File: src/rtl/board_link.sv
`default_nettype none
// ============================================================================
// Module   : board_link
// Purpose  : Full-duplex 8N1 serial link carrying a packed board state.
//            Frame = SYNC_BYTE, payload bytes (LSB byte first), optional XOR
//            check byte (present when BOARD_LINK_CHECKSUM_EN is defined).
// Revision : 1.0 - initial release
// ============================================================================
module board_link #(
    parameter int         BOARD_W   = 162,
    parameter int         BAUD_DIV  = 868,
    parameter logic [7:0] SYNC_BYTE = 8'hA5
) (
    input  logic               clk_in,
    input  logic               rst_in,
    input  logic               trigger_in,
    input  logic [BOARD_W-1:0] val_in,
    output logic               tx_busy,
    output logic               tx_out,
    input  logic               rx_in,
    output logic [BOARD_W-1:0] rx_data,
    output logic               rx_valid,
    output logic               rx_err
);

    localparam int c_nbytes = (BOARD_W + 7) / 8;
    localparam int c_pad_w  = c_nbytes * 8;
`ifdef BOARD_LINK_CHECKSUM_EN
    localparam int c_nframe = c_nbytes + 2;
`else
    localparam int c_nframe = c_nbytes + 1;
`endif
    localparam int c_cnt_w  = $clog2(BAUD_DIV);
    localparam int c_idx_w  = $clog2(c_nframe + 1);

    localparam logic [c_cnt_w-1:0] c_baud_last = c_cnt_w'(BAUD_DIV - 1);
    localparam logic [c_cnt_w-1:0] c_half_last = c_cnt_w'(BAUD_DIV / 2 - 1);
    localparam logic [c_cnt_w-1:0] c_cnt_one   = c_cnt_w'(1);
    localparam logic [c_idx_w-1:0] c_idx_one   = c_idx_w'(1);
    localparam logic [c_idx_w-1:0] c_idx_last  = c_idx_w'(c_nframe - 1);
    localparam logic [c_idx_w-1:0] c_idx_nb    = c_idx_w'(c_nbytes);

    // ------------------------------------------------------------------ TX
    typedef enum logic [1:0] {TX_IDLE, TX_START, TX_DATA, TX_STOP} tx_state_t;

    tx_state_t            r_tx_state;
    logic [c_cnt_w-1:0]   r_tx_cnt;
    logic [2:0]           r_tx_bit;
    logic [c_idx_w-1:0]   r_tx_idx;
    logic [c_pad_w-1:0]   r_tx_shadow;
    logic [7:0]           r_tx_sh;
    logic [7:0]           w_tx_byte;
    logic [c_pad_w-1:0]   w_val_pad;
    logic                 w_tx_baud_end;
`ifdef BOARD_LINK_CHECKSUM_EN
    logic [7:0]           r_tx_chk;
`endif

    assign w_val_pad     = c_pad_w'(val_in);
    assign w_tx_baud_end = (r_tx_cnt == c_baud_last);

    // Payload is consumed by shifting the shadow down, so byte N is always [7:0].
    always_comb begin
        w_tx_byte = r_tx_shadow[7:0];
        if (r_tx_idx == '0) begin
            w_tx_byte = SYNC_BYTE;
        end
`ifdef BOARD_LINK_CHECKSUM_EN
        else if (r_tx_idx > c_idx_nb) begin
            w_tx_byte = r_tx_chk;
        end
`endif
    end

    always_ff @(posedge clk_in) begin
        if (rst_in) begin
            r_tx_state  <= TX_IDLE;
            r_tx_cnt    <= '0;
            r_tx_bit    <= '0;
            r_tx_idx    <= '0;
            r_tx_shadow <= '0;
            r_tx_sh     <= '0;
            tx_out      <= 1'b1;
            tx_busy     <= 1'b0;
`ifdef BOARD_LINK_CHECKSUM_EN
            r_tx_chk    <= '0;
`endif
        end else begin
            r_tx_cnt <= w_tx_baud_end ? '0 : r_tx_cnt + c_cnt_one;
            case (r_tx_state)
                TX_IDLE: begin
                    r_tx_cnt <= '0;
                    tx_out   <= 1'b1;
                    tx_busy  <= 1'b0;
                    if (trigger_in) begin
                        r_tx_shadow <= w_val_pad;
                        r_tx_idx    <= '0;
                        r_tx_state  <= TX_START;
                        tx_out      <= 1'b0;
                        tx_busy     <= 1'b1;
`ifdef BOARD_LINK_CHECKSUM_EN
                        r_tx_chk    <= '0;
`endif
                    end
                end
                TX_START: begin
                    if (w_tx_baud_end) begin
                        r_tx_sh    <= w_tx_byte;
                        tx_out     <= w_tx_byte[0];
                        r_tx_bit   <= '0;
                        r_tx_state <= TX_DATA;
                        if (r_tx_idx != '0 && r_tx_idx <= c_idx_nb) begin
                            r_tx_shadow <= r_tx_shadow >> 8;
`ifdef BOARD_LINK_CHECKSUM_EN
                            r_tx_chk    <= r_tx_chk ^ r_tx_shadow[7:0];
`endif
                        end
                    end
                end
                TX_DATA: begin
                    if (w_tx_baud_end) begin
                        if (r_tx_bit == 3'd7) begin
                            tx_out     <= 1'b1;
                            r_tx_state <= TX_STOP;
                        end else begin
                            r_tx_bit <= r_tx_bit + 3'd1;
                            r_tx_sh  <= r_tx_sh >> 1;
                            tx_out   <= r_tx_sh[1];
                        end
                    end
                end
                TX_STOP: begin
                    if (w_tx_baud_end) begin
                        if (r_tx_idx == c_idx_last) begin
                            r_tx_state <= TX_IDLE;
                            tx_busy    <= 1'b0;
                        end else begin
                            r_tx_idx   <= r_tx_idx + c_idx_one;
                            r_tx_state <= TX_START;
                            tx_out     <= 1'b0;
                        end
                    end
                end
                default: r_tx_state <= TX_IDLE;
            endcase
        end
    end

    // ------------------------------------------------------------------ RX
    typedef enum logic [1:0] {RX_HUNT, RX_START_CHK, RX_DATA, RX_STOP} rx_state_t;

    rx_state_t            r_rx_state;
    logic                 r_rx_meta;
    logic                 r_rx_sync;
    logic                 r_rx_prev;
    logic [c_cnt_w-1:0]   r_rx_cnt;
    logic [2:0]           r_rx_bit;
    logic [c_idx_w-1:0]   r_rx_idx;
    logic [7:0]           r_rx_sh;
    logic [c_pad_w-1:0]   r_rx_shadow;
    logic [c_pad_w-1:0]   w_rx_shadow_next;
`ifdef BOARD_LINK_CHECKSUM_EN
    logic [7:0]           r_rx_chk;
`endif

    assign w_rx_shadow_next = {r_rx_sh, r_rx_shadow[c_pad_w-1:8]};

    always_ff @(posedge clk_in) begin
        if (rst_in) begin
            r_rx_state  <= RX_HUNT;
            r_rx_meta   <= 1'b1;
            r_rx_sync   <= 1'b1;
            r_rx_prev   <= 1'b1;
            r_rx_cnt    <= '0;
            r_rx_bit    <= '0;
            r_rx_idx    <= '0;
            r_rx_sh     <= '0;
            r_rx_shadow <= '0;
            rx_data     <= '0;
            rx_valid    <= 1'b0;
            rx_err      <= 1'b0;
`ifdef BOARD_LINK_CHECKSUM_EN
            r_rx_chk    <= '0;
`endif
        end else begin
            r_rx_meta <= rx_in;
            r_rx_sync <= r_rx_meta;
            r_rx_prev <= r_rx_sync;
            rx_valid  <= 1'b0;
            rx_err    <= 1'b0;
            r_rx_cnt  <= r_rx_cnt + c_cnt_one;
            case (r_rx_state)
                RX_HUNT: begin
                    r_rx_cnt <= '0;
                    if (r_rx_prev && !r_rx_sync) begin
                        r_rx_state <= RX_START_CHK;
                    end
                end
                RX_START_CHK: begin
                    // A start bit that is gone by mid-bit is line noise, not an error.
                    if (r_rx_cnt == c_half_last) begin
                        r_rx_cnt   <= '0;
                        r_rx_bit   <= '0;
                        r_rx_state <= r_rx_sync ? RX_HUNT : RX_DATA;
                    end
                end
                RX_DATA: begin
                    if (r_rx_cnt == c_baud_last) begin
                        r_rx_cnt <= '0;
                        r_rx_sh  <= {r_rx_sync, r_rx_sh[7:1]};
                        r_rx_bit <= r_rx_bit + 3'd1;
                        if (r_rx_bit == 3'd7) begin
                            r_rx_state <= RX_STOP;
                        end
                    end
                end
                RX_STOP: begin
                    if (r_rx_cnt == c_baud_last) begin
                        r_rx_cnt   <= '0;
                        r_rx_state <= RX_HUNT;
                        if (!r_rx_sync) begin
                            rx_err   <= 1'b1;
                            r_rx_idx <= '0;
                        end else if (r_rx_idx == '0) begin
                            if (r_rx_sh == SYNC_BYTE) begin
                                r_rx_idx <= c_idx_one;
                            end
`ifdef BOARD_LINK_CHECKSUM_EN
                            r_rx_chk <= '0;
                        end else if (r_rx_idx <= c_idx_nb) begin
                            r_rx_shadow <= w_rx_shadow_next;
                            r_rx_chk    <= r_rx_chk ^ r_rx_sh;
                            r_rx_idx    <= r_rx_idx + c_idx_one;
                        end else begin
                            r_rx_idx <= '0;
                            if (r_rx_sh == r_rx_chk) begin
                                rx_data  <= r_rx_shadow[BOARD_W-1:0];
                                rx_valid <= 1'b1;
                            end else begin
                                rx_err <= 1'b1;
                            end
                        end
`else
                        end else begin
                            r_rx_shadow <= w_rx_shadow_next;
                            r_rx_idx    <= r_rx_idx + c_idx_one;
                            if (r_rx_idx == c_idx_nb) begin
                                r_rx_idx <= '0;
                                rx_data  <= w_rx_shadow_next[BOARD_W-1:0];
                                rx_valid <= 1'b1;
                            end
                        end
`endif
                    end
                end
                default: r_rx_state <= RX_HUNT;
            endcase
        end
    end

endmodule
`default_nettype wire
File: config.mk
export PLATFORM = sky130hd
export DESIGN_NAME = board_link
export DESIGN_NICKNAME = d
export VERILOG_FILES = /design/src/rtl/board_link.sv
export SDC_FILE = /design/constraint.sdc
export NUM_CORES = 1
export LEC_CHECK = 0
export CAP_MARGIN = 25
export CORE_ASPECT_RATIO = 1.5
export CORE_MARGIN = 1
export CORE_UTILIZATION = 55
export CTS_BUF_LIST = sky130_fd_sc_hd__clkbuf_16
export DETAILED_ROUTE_END_ITERATION = 10
export MAX_ROUTING_LAYER = met4
export PLACE_DENSITY = 0.87
export SLEW_MARGIN = 20
export SYNTH_ARGS = -nofsm -noshare
export SYNTH_HDL_FRONTEND = slang
export SYNTH_SLANG_ARGS = --single-unit
File: constraint.sdc
create_clock -name clk_in -period 3.29 [get_ports clk_in]
set_input_delay 0.329 -clock clk_in [delete_from_list [all_inputs] [get_ports clk_in]]
set_output_delay 0.329 -clock clk_in [all_outputs]
set_load 0.02 [all_outputs]
* After elaboration in Yosys (flattened, before gate mapping)
Cells that the tools add are included.
** Operators by class
- $add $sub $neg :: 6
- Bitwise logic cells :: 4
- Reductions and logical operators :: 28
- Equality and inequality tests :: 29
- $lt $le $gt $ge :: 1
- Multiplexer cells :: 54
** Operator list (count)
- $mux W168 :: 3
- $pmux W168 S2 :: 1
- $mux W5 :: 7
- $mux W8 :: 4
- $pmux W10 S3 :: 1
- $ne A2 B2 Y1 const B :: 14
- $mux W2 :: 11
- $add A10 B1 Y10 const B :: 2
- $eq A10 B10 Y1 const B :: 2
- $mux W10 :: 2
- $reduce_and A4 Y1 :: 5
- $pmux W2 S4 :: 2
- $pmux W8 S2 :: 1
- $mux W3 :: 5
- $reduce_and A5 Y1 :: 3
- $mux W1 :: 12
- $pmux W3 S2 :: 2
- $add A5 B1 Y5 const B :: 2
- $eq A10 B9 Y1 const B :: 1
- $eq A5 B5 Y1 const B :: 2
- $logic_not A5 Y1 :: 2
- $pmux W5 S2 :: 1
- $reduce_and A3 Y1 :: 3
- $eq A2 B2 Y1 const B :: 4
- 18 further kinds :: 30
** Word-level totals
- Flip-flop bits (word level) :: 561
- Bits of input ports :: 166

* Longest topological paths before layout
Gate-level depths: netlist of run 1.
- Word-level depth :: 5
- Mapped depth :: 9
- Depth with buffers taken out :: 6

* Worst setup path after synthesis of run 1
OpenSTA, ideal clock, no wires.
- Path type :: reg-to-reg
- From :: register r_tx_cnt[0]
- To :: register r_tx_shadow[100]
- Clock period less this slack :: 2.287 ns
- Data required time :: 3.170 ns
- Stages on the path, launching flop included :: 9
- Path slack :: 1.003 ns
- Arrival time :: 2.168 ns
- Cells stage by stage :: dfxtp_1 > ha_1 > or3b_1 > or3_1 > o32a_1 > buf_2 > buf_6 > buf_6 > mux2i_1
** On the way
- Word-level cells in the longest chain between the ends :: 3
** RTL lines
- start, declared :: RTL line 47 : logic [c_cnt_w-1:0] r_tx_cnt;
- start signal, assigned :: RTL line 89 : r_tx_cnt <= w_tx_baud_end ? '0 : r_tx_cnt + c_cnt_one;
- $eq A10 B10 Y1 :: RTL line 60 : assign w_tx_baud_end = (r_tx_cnt == c_baud_last);
- $ne A2 B2 Y1 (no source line)
- $reduce_and A4 Y1 (no source line)
- end signal, assigned :: RTL line 96 : r_tx_shadow <= w_val_pad;
- end signal, assigned :: RTL line 113 : r_tx_shadow <= r_tx_shadow >> 8;
- end, declared :: RTL line 50 : logic [c_pad_w-1:0] r_tx_shadow;
No other way between the ends.
A chain may end at the register's enable or synchronous reset.

* Final worst setup path of run 1
- From :: register r_tx_idx[0]
- To :: register r_tx_shadow[49]
** On the way
- Word-level cells in the longest chain between the ends :: 4
- Elaborated cells between the ends (all ways) :: 5
** RTL lines
- start, declared :: RTL line 49 : logic [c_idx_w-1:0] r_tx_idx;
- start signal, assigned :: RTL line 138 : r_tx_idx <= r_tx_idx + c_idx_one;
- $le A5 B5 Y1 / $reduce_bool A5 Y1 (equally long branches) :: RTL line 112 : if (r_tx_idx != '0 && r_tx_idx <= c_idx_nb) begin
- $logic_and A1 B1 Y1 * :: RTL line 112
- $ne A2 B2 Y1 (no source line) *
- $reduce_and A4 Y1 (no source line) *
Every way passes the cells marked *; elsewhere a longest branch is shown, timed or not.

==> impl_metrics.ini, run 1 <==
[clock_tree]
clk_pin_slew_ns = 0.07
cts_setup_buffers = 0
ctsHoldBuffers = 0
postCtsResizedCells = 0
cts_buffers = 49
clock_sinks = 546
clk_latency_ns = 0.59
clock_path_buffers = 3
cts-root-buf = clkbuf_16
cts_tree = done
htreeDepth = 2

[power]
ir_drop_uv = 522
leakage_nw = 10.2
pwr_density_cell_nw_per_um2 = 583

[grt]
grt_max_degree = 197
grt_pass1_vias = 19500
overflow = 0
grt_pass1_wl_mm = 96.6
grtUsageTotal_pct = 27.9
grt_antenna_before_repair = 1

[timing]
hold_viol_final = 0
setup_violations = 0
fmax_mhz = 351
fin_crit_sh_pct = 86.7
rsz0062_at_grt = false
fin_crit_ns = 2.85
tightest_slew_ns = 0.982
slew_violations = 0
slew_headroom_pct = 34.5
skew_ns = 0.0202
tns_ns = 0

[worst_setup_path]
critPathLaunchType = flop
critPathCaptureType = flop
critPathArrivalTime_ns = 3.35
worstPathMaxFanout = 44
required_ns = 3.79
worstSetupPathType = reg -> reg

[synthesis]
synth_largest_area_cell = dfxtp_1
yosysUniqueCellTypes = 57
syn-cell-area_um2 = 23300
postSynth.asyncResetShare_pct = 0
syn_nets = 2888
synthCells = 2704
yosys_register_bits = 546
synth_edf_count = 0
synth-main-ff-cell = dfxtp_1
synth.area.top_cells = dfxtp_1 (47%), mux2_2 (7.5%), mux2i_1 (7.5%), nand3_1 (7.5%), a21oi_1 (7.4%)
avgSynthCellArea_um2 = 8.61
ys_warn_count = 0
synth_top_area_share_pct = 46.9
ys_seq_area_share_pct = 46.9

[die]
die_area_um2 = 43200
ios = 332
start_util_pct = 55.6
fp.dieW_um = 170
rows = 92
die_y_um = 254
coreArea_um2 = 41900

[layout]
final_common_cell = dfxtp_1
nets = 3045
final_cell_mix = dfxtp_1 (546), nand3_1 (346), a21oi_1 (342)
area_delta_synth_final_pct = 21.9
fin_area_um2 = 28400
drive_above_1_share_pct = 9.72
fill_cells = 3165

[status]
status = finished clean

[place]
hpwl_mm = 38.7
placed_area_um2 = 26800
gp_congestion = 0.891
port_buffers = 331

[drt]
wl_per_cell_um = 17.4
dr_total_vias = 20600
route.final.wire_length_mm = 60.3
drcViolationCount = 0
first_iter_violations = 1814
drtPass1Iterations = 8
drtAntennaViolNets = 0
routed_via_density = 5.94

[min_path]
hp-class = in -> reg

[run]
cap_violations = 0
synth_stat cells (2+ instances only):
| library cell | count |
|---|---|
| nand2b_1 | 2 |
| nor4_1 | 4 |
| nor2_1 | 44 |
| or2_2 | 3 |
| clkbuf_1 | 227 |
| o211ai_1 | 5 |
| o32ai_1 | 3 |
| buf_1 | 12 |
| or3_1 | 5 |
| or4_1 | 7 |
| nand2_1 | 340 |
| a21oi_1 | 342 |
| xnor2_1 | 9 |
| dfxtp_1 | 546 |
| xor2_1 | 7 |
| o31ai_1 | 3 |
| or4b_2 | 3 |
| a211oi_1 | 7 |
| nor4b_1 | 2 |
| nor3_1 | 10 |
| mux2_2 | 155 |
| buf_6 | 9 |
| nand3_1 | 347 |
| o311a_1 | 2 |
| inv_1 | 16 |
| mux2i_1 | 174 |
| buf_2 | 14 |
| nand4_1 | 10 |
| a221oi_1 | 2 |
| nand4bb_1 | 2 |
| nand4b_1 | 5 |
| a22oi_1 | 4 |
| a31oi_1 | 2 |
| o21ai_0 | 335 |
| ha_1 | 18 |
| nor2b_1 | 6 |
| o21a_1 | 2 |
cell families after synthesis:
logic type | share of synthesized area, %
AO/OA/AOI/OAI | 15.9
XOR/XNOR | 0.602
adder cells (fa/ha/maj) | 0.967
buffers and inverters | 4.86
flip-flops | 46.9
multiplexers | 15.0
AND/OR/NAND/NOR | 15.7
worst max-delay path, cell delays in order (launching register included):
cell	delay (ns)
dfxtp_1	0.36
inv_1	0.12
ha_1	0.19
or4b_2	0.61
o2111ai_1	0.12
o32a_2	0.72
buf_12	0.37
mux2i_1	0.23
state kept, by name (all words and copies together), names as in the netlist, named ones only:
| signal | flops |
|---|---|
| r_tx_shadow | 162 |
| rx_data | 162 |
| r_rx_shadow | 160 |
| r_rx_cnt | 10 |
| r_tx_cnt | 10 |
| r_rx_sh | 8 |
| r_tx_sh | 7 |
| r_rx_idx | 5 |
| r_tx_idx | 5 |
| r_rx_bit | 3 |
| r_tx_bit | 3 |
| r_tx_state | 2 |
| r_rx_meta | 1 |
| r_rx_prev | 1 |
| r_rx_state | 1 |
| r_rx_sync | 1 |
| rx_err | 1 |
| rx_valid | 1 |
| tx_busy | 1 |
| tx_out | 1 |
final timing paths:
| check | from | end | slack (ns) | cells past startpoint |
|---|---|---|---|---|
| max reg2reg | r_tx_idx[0] | r_tx_shadow[49] | 0.44 | 7 |
| min reg2reg | r_rx_meta | r_rx_sync | 0.42 | 1 |
| max | r_tx_idx[0] | r_tx_shadow[49] | 0.44 | 7 |
| min | rst_in | r_tx_sh[7] | 0.23 | 2 |
per-layer routing:
layer  global-route usage, %  part of all wire (%)  wire, um
met1                    30.8                    37     22300
met2                    48.3                    52     31300
met3                    4.91                   6.3      3780
met4                    13.5                   4.8      2870
met5                       -                     0         0
metrics by stage:
step / power, mW / setup WS (ns) / utilization (%) / std cells / hold WS, ns
after floorplan: 10.2 / 1.00 / - / 2704 / 0.389
after global placement: 10.8 / 0.611 / 64.0 / 3374 / 0.399
after detailed placement: 10.9 / 0.469 / 64.0 / 3374 / 0.409
after CTS: 16.6 / 0.449 / 67.8 / 3466 / 0.214
after global routing: 17.2 / 0.326 / 67.8 / 3467 / 0.251
final: 16.6 / 0.437 / 67.8 / 3467 / 0.228
report_power, final:
| group | switching, mW | internal (mW) | total, mW |
|---|---|---|---|
| Clock | 2.58 | 3.14 | 5.73 |
| Sequential | 0.327 | 7.15 | 7.48 |
| Combinational | 1.64 | 1.72 | 3.36 |
| Total | 4.55 | 12.0 | 16.6 |
area by class of cell:
cell class,instances,area (um^2),area share [%]
multi-input cells,1879,11300,39.7
flip-flops and latches,546,10900,38.5
repair buffers,368,3820,13.5
clock buffers,49,1230,4.32
well taps,564,706,2.49
clock inverters,43,364,1.28
inverters,17,71.3,0.251
diodes,1,2.50,0.00881
Note: power is estimated with default switching activity, not from simulation.
==> inputs of run 2 (changes only) <==
Settings changed: CTS_CLUSTER_DIAMETER set to 150, SLEW_MARGIN 20 to not set.
==> results of run 2 <==
Same layout as run 1: the final DEF is identical, and so are final timing and power.
